--- src/rtl/cajero_pkg.sv ---
// -----------------------------------------------------------------------------
// cajero_pkg
// Shared types and constants for the ATM transaction controller.
//   estado_t         : controller FSM state encoding
//   PIN_DIGITOS      : number of digits in a PIN
//   PIN_BITS         : width of the PIN shift register (4 bits per digit)
//   MAX_INTENTOS_DEF : default number of failed attempts that locks the card
// -----------------------------------------------------------------------------
package cajero_pkg;

  localparam int PIN_DIGITOS      = 4;
  localparam int PIN_BITS         = PIN_DIGITOS * 4;
  localparam int MAX_INTENTOS_DEF = 3;

  typedef enum logic [2:0] {
    ESPERA_TARJETA,
    INGRESO_PIN,
    VERIFICA_PIN,
    ESPERA_MONTO,
    PROCESA,
    FIN,
    BLOQUEO
  } estado_t;

endpackage : cajero_pkg

--- src/rtl/detector_flanco.sv ---
// -----------------------------------------------------------------------------
// detector_flanco
// One-cycle rising-edge detector for keypad strobes. The output is high in the
// cycle where the input is 1 and was 0 on the previous clock edge, so a
// strobe held high for many cycles produces a single pulse.
// Ports:
//   clk       in  clock, rising edge
//   reset     in  synchronous active-high reset (history cleared to 0)
//   i_senal   in  raw strobe level
//   o_flanco  out rising-edge pulse (combinational from i_senal and history)
// -----------------------------------------------------------------------------
module detector_flanco (
  input  logic clk,
  input  logic reset,
  input  logic i_senal,
  output logic o_flanco
);

  logic r_previo;

  // History updates every cycle regardless of what the consumer is doing, so
  // a strobe that rises while the controller is busy is not seen later.
  // NOTE: sequential state is written with non-blocking assignments so every
  // register samples pre-edge values and simulation matches the hardware.
  always_ff @(posedge clk) begin
    if (reset) r_previo <= 1'b0;
    else       r_previo <= i_senal;
  end

  assign o_flanco = i_senal & ~r_previo;

endmodule : detector_flanco

--- src/rtl/cajero_controlador.sv ---
// -----------------------------------------------------------------------------
// cajero_controlador
// ATM transaction controller. Accepts a serial 4-digit PIN with a limited
// number of attempts, then performs one deposit or withdrawal against the
// supplied account balance and reports the result.
// Ports:
//   clk                   in  clock, all state updates on rising edge
//   reset                 in  synchronous active-high reset
//   tarjeta_recibida      in  card present (level)
//   tipo_trans            in  0 = deposit, 1 = withdrawal (sampled with monto_stb)
//   digito_stb            in  PIN digit strobe (rising edge counts)
//   digito                in  PIN digit value 0-9
//   pin_correcto          in  expected PIN, first digit in the top nibble
//   monto_stb             in  amount strobe (rising edge counts)
//   monto                 in  transaction amount, unsigned
//   balance_inicial       in  account balance, unsigned
//   balance_stb           out one-cycle pulse: balance_actualizado valid
//   balance_actualizado   out resulting balance, held between transactions
//   entregar_dinero       out dispense cash, held until card removal
//   pin_incorrecto        out one-cycle pulse per wrong PIN
//   advertencia           out last attempt remaining
//   bloqueo               out card locked, cleared only by reset
//   fondos_insuficientes  out withdrawal refused, held until card removal
// -----------------------------------------------------------------------------
module cajero_controlador
  import cajero_pkg::*;
#(
  parameter int ANCHO_MONTO   = 32,
  parameter int ANCHO_BALANCE = 64,
  parameter int MAX_INTENTOS  = MAX_INTENTOS_DEF
) (
  input  logic                     clk,
  input  logic                     reset,
  input  logic                     tarjeta_recibida,
  input  logic                     tipo_trans,
  input  logic                     digito_stb,
  input  logic [3:0]               digito,
  input  logic [PIN_BITS-1:0]      pin_correcto,
  input  logic                     monto_stb,
  input  logic [ANCHO_MONTO-1:0]   monto,
  input  logic [ANCHO_BALANCE-1:0] balance_inicial,
  output logic                     balance_stb,
  output logic [ANCHO_BALANCE-1:0] balance_actualizado,
  output logic                     entregar_dinero,
  output logic                     pin_incorrecto,
  output logic                     advertencia,
  output logic                     bloqueo,
  output logic                     fondos_insuficientes
);

  localparam int ANCHO_INT = $clog2(MAX_INTENTOS + 1);
  localparam int ANCHO_CNT = $clog2(PIN_DIGITOS + 1);

  estado_t                  r_estado;
  logic [ANCHO_CNT-1:0]     r_cnt_digitos;
  logic [PIN_BITS-1:0]      r_pin;
  logic [ANCHO_INT-1:0]     r_intentos;
  logic [ANCHO_MONTO-1:0]   r_monto;
  logic                     r_tipo;
  logic [ANCHO_BALANCE-1:0] r_balance;

  logic                     w_digito_ok;
  logic                     w_monto_ok;
  logic [ANCHO_CNT-1:0]     w_cnt_sig;
  logic [ANCHO_INT-1:0]     w_intentos_sig;
  logic [ANCHO_BALANCE-1:0] w_monto_ext;
  logic [ANCHO_BALANCE-1:0] w_suma;
  logic [ANCHO_BALANCE-1:0] w_resta;
  logic                     w_fondos_ok;
  logic                     w_abortar;

  detector_flanco u_flanco_digito (
    .clk      (clk),
    .reset    (reset),
    .i_senal  (digito_stb),
    .o_flanco (w_digito_ok)
  );

  detector_flanco u_flanco_monto (
    .clk      (clk),
    .reset    (reset),
    .i_senal  (monto_stb),
    .o_flanco (w_monto_ok)
  );

  assign w_cnt_sig      = r_cnt_digitos + ANCHO_CNT'(1);
  assign w_intentos_sig = r_intentos + ANCHO_INT'(1);

  // Arithmetic on the latched operands; the deposit wraps modulo 2^ANCHO_BALANCE
  // and the funds check is a full-width unsigned compare (monto == balance is ok).
  assign w_monto_ext = ANCHO_BALANCE'(r_monto);
  assign w_suma      = r_balance + w_monto_ext;
  assign w_resta     = r_balance - w_monto_ext;
  assign w_fondos_ok = (w_monto_ext <= r_balance);

  // Pulling the card during PIN entry or amount selection discards the session.
  assign w_abortar = !tarjeta_recibida &&
                     (r_estado inside {INGRESO_PIN, VERIFICA_PIN, ESPERA_MONTO});

  always_ff @(posedge clk) begin
    if (reset) begin
      r_estado             <= ESPERA_TARJETA;
      r_cnt_digitos        <= '0;
      r_pin                <= '0;
      r_intentos           <= '0;
      r_monto              <= '0;
      r_tipo               <= 1'b0;
      r_balance            <= '0;
      balance_stb          <= 1'b0;
      balance_actualizado  <= '0;
      entregar_dinero      <= 1'b0;
      pin_incorrecto       <= 1'b0;
      advertencia          <= 1'b0;
      bloqueo              <= 1'b0;
      fondos_insuficientes <= 1'b0;
    end else begin
      // Pulse outputs default low; the states below raise them for one cycle.
      balance_stb    <= 1'b0;
      pin_incorrecto <= 1'b0;

      if (w_abortar) begin
        r_estado      <= ESPERA_TARJETA;
        r_cnt_digitos <= '0;
        r_pin         <= '0;
        r_intentos    <= '0;
        advertencia   <= 1'b0;
      end else begin
        case (r_estado)
          ESPERA_TARJETA: begin
            r_cnt_digitos <= '0;
            r_pin         <= '0;
            r_intentos    <= '0;
            if (tarjeta_recibida) r_estado <= INGRESO_PIN;
          end

          INGRESO_PIN: begin
            if (w_digito_ok) begin
              r_pin         <= {r_pin[PIN_BITS-5:0], digito};
              r_cnt_digitos <= w_cnt_sig;
              if (w_cnt_sig == ANCHO_CNT'(PIN_DIGITOS)) r_estado <= VERIFICA_PIN;
            end
          end

          VERIFICA_PIN: begin
            if (r_pin == pin_correcto) begin
              r_intentos  <= '0;
              advertencia <= 1'b0;
              r_estado    <= ESPERA_MONTO;
            end else begin
              r_intentos     <= w_intentos_sig;
              pin_incorrecto <= 1'b1;
              r_cnt_digitos  <= '0;
              if (w_intentos_sig == ANCHO_INT'(MAX_INTENTOS - 1)) advertencia <= 1'b1;
              if (w_intentos_sig == ANCHO_INT'(MAX_INTENTOS)) begin
                bloqueo  <= 1'b1;
                r_estado <= BLOQUEO;
              end else begin
                r_estado <= INGRESO_PIN;
              end
            end
          end

          ESPERA_MONTO: begin
            if (w_monto_ok) begin
              r_monto   <= monto;
              r_tipo    <= tipo_trans;
              r_balance <= balance_inicial;
              r_estado  <= PROCESA;
            end
          end

          PROCESA: begin
            if (!r_tipo) begin
              balance_actualizado <= w_suma;
              balance_stb         <= 1'b1;
            end else if (w_fondos_ok) begin
              balance_actualizado <= w_resta;
              balance_stb         <= 1'b1;
              entregar_dinero     <= 1'b1;
            end else begin
              fondos_insuficientes <= 1'b1;
            end
            r_estado <= FIN;
          end

          FIN: begin
            if (!tarjeta_recibida) begin
              entregar_dinero      <= 1'b0;
              fondos_insuficientes <= 1'b0;
              advertencia          <= 1'b0;
              r_estado             <= ESPERA_TARJETA;
            end
          end

          // Absorbing: only reset leaves this state.
          BLOQUEO: r_estado <= BLOQUEO;

          default: r_estado <= ESPERA_TARJETA;
        endcase
      end
    end
  end

endmodule : cajero_controlador

--- config.mk ---
export PLATFORM = sky130hd
export DESIGN_NAME = cajero_controlador
export DESIGN_NICKNAME = d
export VERILOG_FILES = /design/src/rtl/cajero_pkg.sv /design/src/rtl/detector_flanco.sv /design/src/rtl/cajero_controlador.sv
export SDC_FILE = /design/constraint.sdc
export NUM_CORES = 1
export LEC_CHECK = 0
export ABC_CLOCK_PERIOD_IN_PS = 5530
export CORE_ASPECT_RATIO = 1.75
export CORE_UTILIZATION = 30
export DETAILED_ROUTE_END_ITERATION = 8
export SKIP_CTS_REPAIR_TIMING = 1
export SLEW_MARGIN = 20
export SYNTH_ARGS = -nofsm -noshare
export SYNTH_HDL_FRONTEND = slang
export SYNTH_HIERARCHICAL = 1
export SYNTH_SLANG_ARGS = --single-unit
--- constraint.sdc ---
create_clock -name clk -period 5.53 [get_ports clk]
set_clock_uncertainty 0.2 [all_clocks]
set_input_delay 1.3825 -clock clk [delete_from_list [all_inputs] [get_ports clk]]
set_output_delay 1.3825 -clock clk [all_outputs]
set_load 0.05 [all_outputs]
==> metrics.yaml <==
global_routing:
  first_global_vias: 12516
  use_met2_pct: 43.68
  grt_first_pass_wirelength_um: 72780
  grt_util_met3_pct: 3.831
  grt.total_usage_pct: 22.95
  use_met1_pct: 21.61
  overflow: 0
  grt_max_degree: 98
  antenna_found_initial: 1
  top_usage_layer: "met2"
clocking:
  cts_tree: "done"
  clock_insertion_delay_worst_skew_ns: 0.47
  root_buffer: "clkbuf_16"
  clock-sinks: 193
  clock_path_buffers: 2
  cts.clk_slew.worst_paths_ns: 0.08
  cts_buffers: 17
  ctsHtreeMaxLevel: 4
worst_setup_path:
  cpPeakStageDelay_ns: 0.63
  crit_arrival_ns: 4.34
  worst_ep_required_time_ns: 5.69
  r2r_setup_slack_ns: 1.35
  cp_max_fo: 5
  end_kind: "flop"
  start_kind: "flop"
  path_class: "reg -> reg"
  cp_slowest_cell: "nor3_1"
  crit_chain: "ha_1 > inv_1 > fa_1 > a21o_1 > a221oi_2 > and3_1 > a211oi_1 > a31oi_1 > nor3_1 > nor3_1 > a31oi_1 > and4_1 > a311o_1"
  r2r_end: "balance_actualizado[42]$_SDFFE_PP0P_"
  r2r_cells: 13
  r2r_start: "r_monto[0]$_SDFFE_PP0P_"
power:
  total_power_uw: 2961
  pwr_density_cell_nw_per_um2: 194.3
  leakagePower_uw: 0.005826
  ir_drop_mv: 0.1636
floorplan:
  core_um2: 40830
  die_x_um: 155.8
  start_util_pct: 30.42
  die_h_um: 271.2
  row_count: 98
  die_area_um2: 42250
  io_pins: 192
synth:
  yosysUniqueCellTypes: 95
  synthSimpleGateAreaFrac_pct: 24.23
  netlist_area_um2: 12420
  synthMuxAreaShare_pct: 0.9168
  synth_top_area_cell: "dfxtp_1"
  synth_top_family_by_area: "compound AO/OA/AOI/OAI gates"
  yosys_warnings: 6
  synth_edf_count: 0
  synthFlopType: "dfxtp_1"
  synth_compound_area_share_pct: 24.87
  synth.avg_cell_area_um2: 7.486
  yosysTopAreaCellShare_pct: 31.11
  synth_fa_ha_area_share_pct: 7.173
  synth_fp_nets: 1851
  netlist_instances: 1659
  yosys.area_share.xor_xnor_pct: 4.866
  yosysSeqAreaShare_pct: 31.11
  ys_seq_elements: 193
  synthArstFlopShare_pct: 0
  synth.area.top_cells: "dfxtp_1 (31%), nand2_1 (9.2%), a21oi_1 (8.1%), ha_1 (6.9%), nor2_1 (4.0%)"
hold_path:
  hold_end: "balance_actualizado[38]$_SDFFE_PP0P_"
  min_path_cells: 2
  holdCritStartpoint: "balance_actualizado[38]$_SDFFE_PP0P_"
  hold_class: "reg -> reg"
sta:
  worstMarginPinSlew_ns: 1.133
  setup_viol: 0
  rsz0062_at_grt: "false"
  finalHoldViolCount: 0
  relSlewSlack_pct: 23.80
  tns_ns: 0
  hold_ws_ns: 0.2565
  fin_crit_ns: 4.182
  maxSlewViolCount: 0
  min_period_over_period_pct: 75.63
  max_freq_ghz: 0.2391
drt:
  num_vias: 12450
  drt-total-wl_um: 48250
  drt_first_iter_violations: 648
  drtAntennaViolNets: 0
  routedWlPerCell_um: 20.64
  routed_via_density: 5.325
  drc: 0
  dr.pass1.iters: 5
run_status:
  status: "complete, no violations"
place:
  dp_hpwl_um: 38290
  io_buffer_count: 191
  gp_congestion: 0.9978
  placed_cells: 2305
final_layout:
  layout_commonest_cell: "nand2_1"
  instances_no_fill: 2338
  final_nets: 1966
  drive_gt1_share_pct: 5.316
  syn_to_final_growth_pct: 22.67
  mostFrequentLayoutCells: "nand2_1 (305), a21oi_1 (201), dfxtp_1 (192), clkdlybuf4s50_1 (190), nor2_1 (131)"
run:
  cap_viol_max_count: 0
power breakdown:
part           leakage, µW  internal [µW]  total, µW  switching, µW
Sequential         0.00156           1390       1400           10.1
Clock             0.000299            693       1330            634
Combinational      0.00397            114        229            115
Total              0.00583           2200       2960            759
worst max path at each step:
stage / start / end / slack [ns] / depth (start not counted)
after global placement: r_balance[32]$_SDFFE_PP0P_ / balance_actualizado[31]$_SDFFE_PP0P_ / 1.31 / 9
after detailed placement: r_balance[32]$_SDFFE_PP0P_ / balance_actualizado[47]$_SDFFE_PP0P_ / 1.35 / 9
after CTS: r_balance[32]$_SDFFE_PP0P_ / balance_actualizado[49]$_SDFFE_PP0P_ / 1.32 / 9
final: r_monto[0]$_SDFFE_PP0P_ / balance_actualizado[42]$_SDFFE_PP0P_ / 1.35 / 13
after floorplan: r_monto[9]$_SDFFE_PP0P_ / balance_actualizado[56]$_SDFFE_PP0P_ / 2.24 / 11
after global routing: r_balance[0]$_SDFFE_PP0P_ / balance_actualizado[42]$_SDFFE_PP0P_ / 1.07 / 14
through the flow:
stage	area, µm²	util [%]	setup slack, ns
after global placement	14600	35.77	1.309
after floorplan	12420	-	2.239
after global routing	15230	37.31	1.075
after detailed placement	14610	35.77	1.346
after CTS	15220	37.29	1.321
final	15230	37.31	1.348
synthesized netlist by cell type, types with 6 or more instances:
cell,n
and3_1,19
dfxtp_1,193
nand2_1,305
o21ai_0,64
nor2_1,134
o21bai_1,12
mux2i_1,8
and2_1,7
buf_1,7
nand2b_1,10
o21ai_1,10
ha_1,68
nor3_1,36
clkbuf_1,76
clkbuf_8,9
nor4_1,23
a31oi_1,15
nand3_1,32
a21o_1,14
o22ai_1,8
nor2b_1,13
xnor2_1,36
o311ai_0,6
xor2_1,33
a22o_1,12
a21oi_1,201
or3_1,10
o21a_1,10
nand4_1,23
o31ai_1,17
a22oi_1,19
inv_1,72
a211oi_1,22
buf_2,13
critical path: cells and delay by family (launching register included):
family / cells / cell delay, ns
simple gates: 4 / 1.25
flops: 1 / 0.37
fa+ha+maj: 2 / 0.58
compound gates: 6 / 1.62
buf+inv: 1 / 0.06
per-layer routing:
layer	wire (µm)	part of all wire, %
met1	16770	35
met4	3467	7.2
met2	26070	54
met3	1946	4.0
met5	0	0
cell type report:
cell class | instances | area (µm²)
fill | 4260 | 25600
multi-input combinational | 1281 | 7745
sequential | 193 | 3865
timing repair buffer | 206 | 2034
tap | 550 | 688.2
clock buffer | 18 | 429.2
inverter | 75 | 281.5
clock inverter | 14 | 188.9
antenna | 1 | 2.502
sequential cells by signal, summed over array words and instances (netlist names):
signal	flops
r_intentos	2
r_monto	32
u_flanco_digito/r_previo	1
bloqueo	1
r_cnt_digitos	3
fondos_insuficientes	1
balance_stb	1
balance_actualizado	64
advertencia	1
r_balance	64
r_pin	16
r_estado	3
r_tipo	1
u_flanco_monto/r_previo	1
pin_incorrecto	1
entregar_dinero	1
cell families after synthesis:
group                      Yosys count
xor gates and xnor gates            69
adders and majority gates           70
AOI/OAI and AO/OA                  480
and+or+nand+nor                    652
DFF                                193
muxes                               10
buffers and inverters              185
Power figures use the tool's default switching activity.
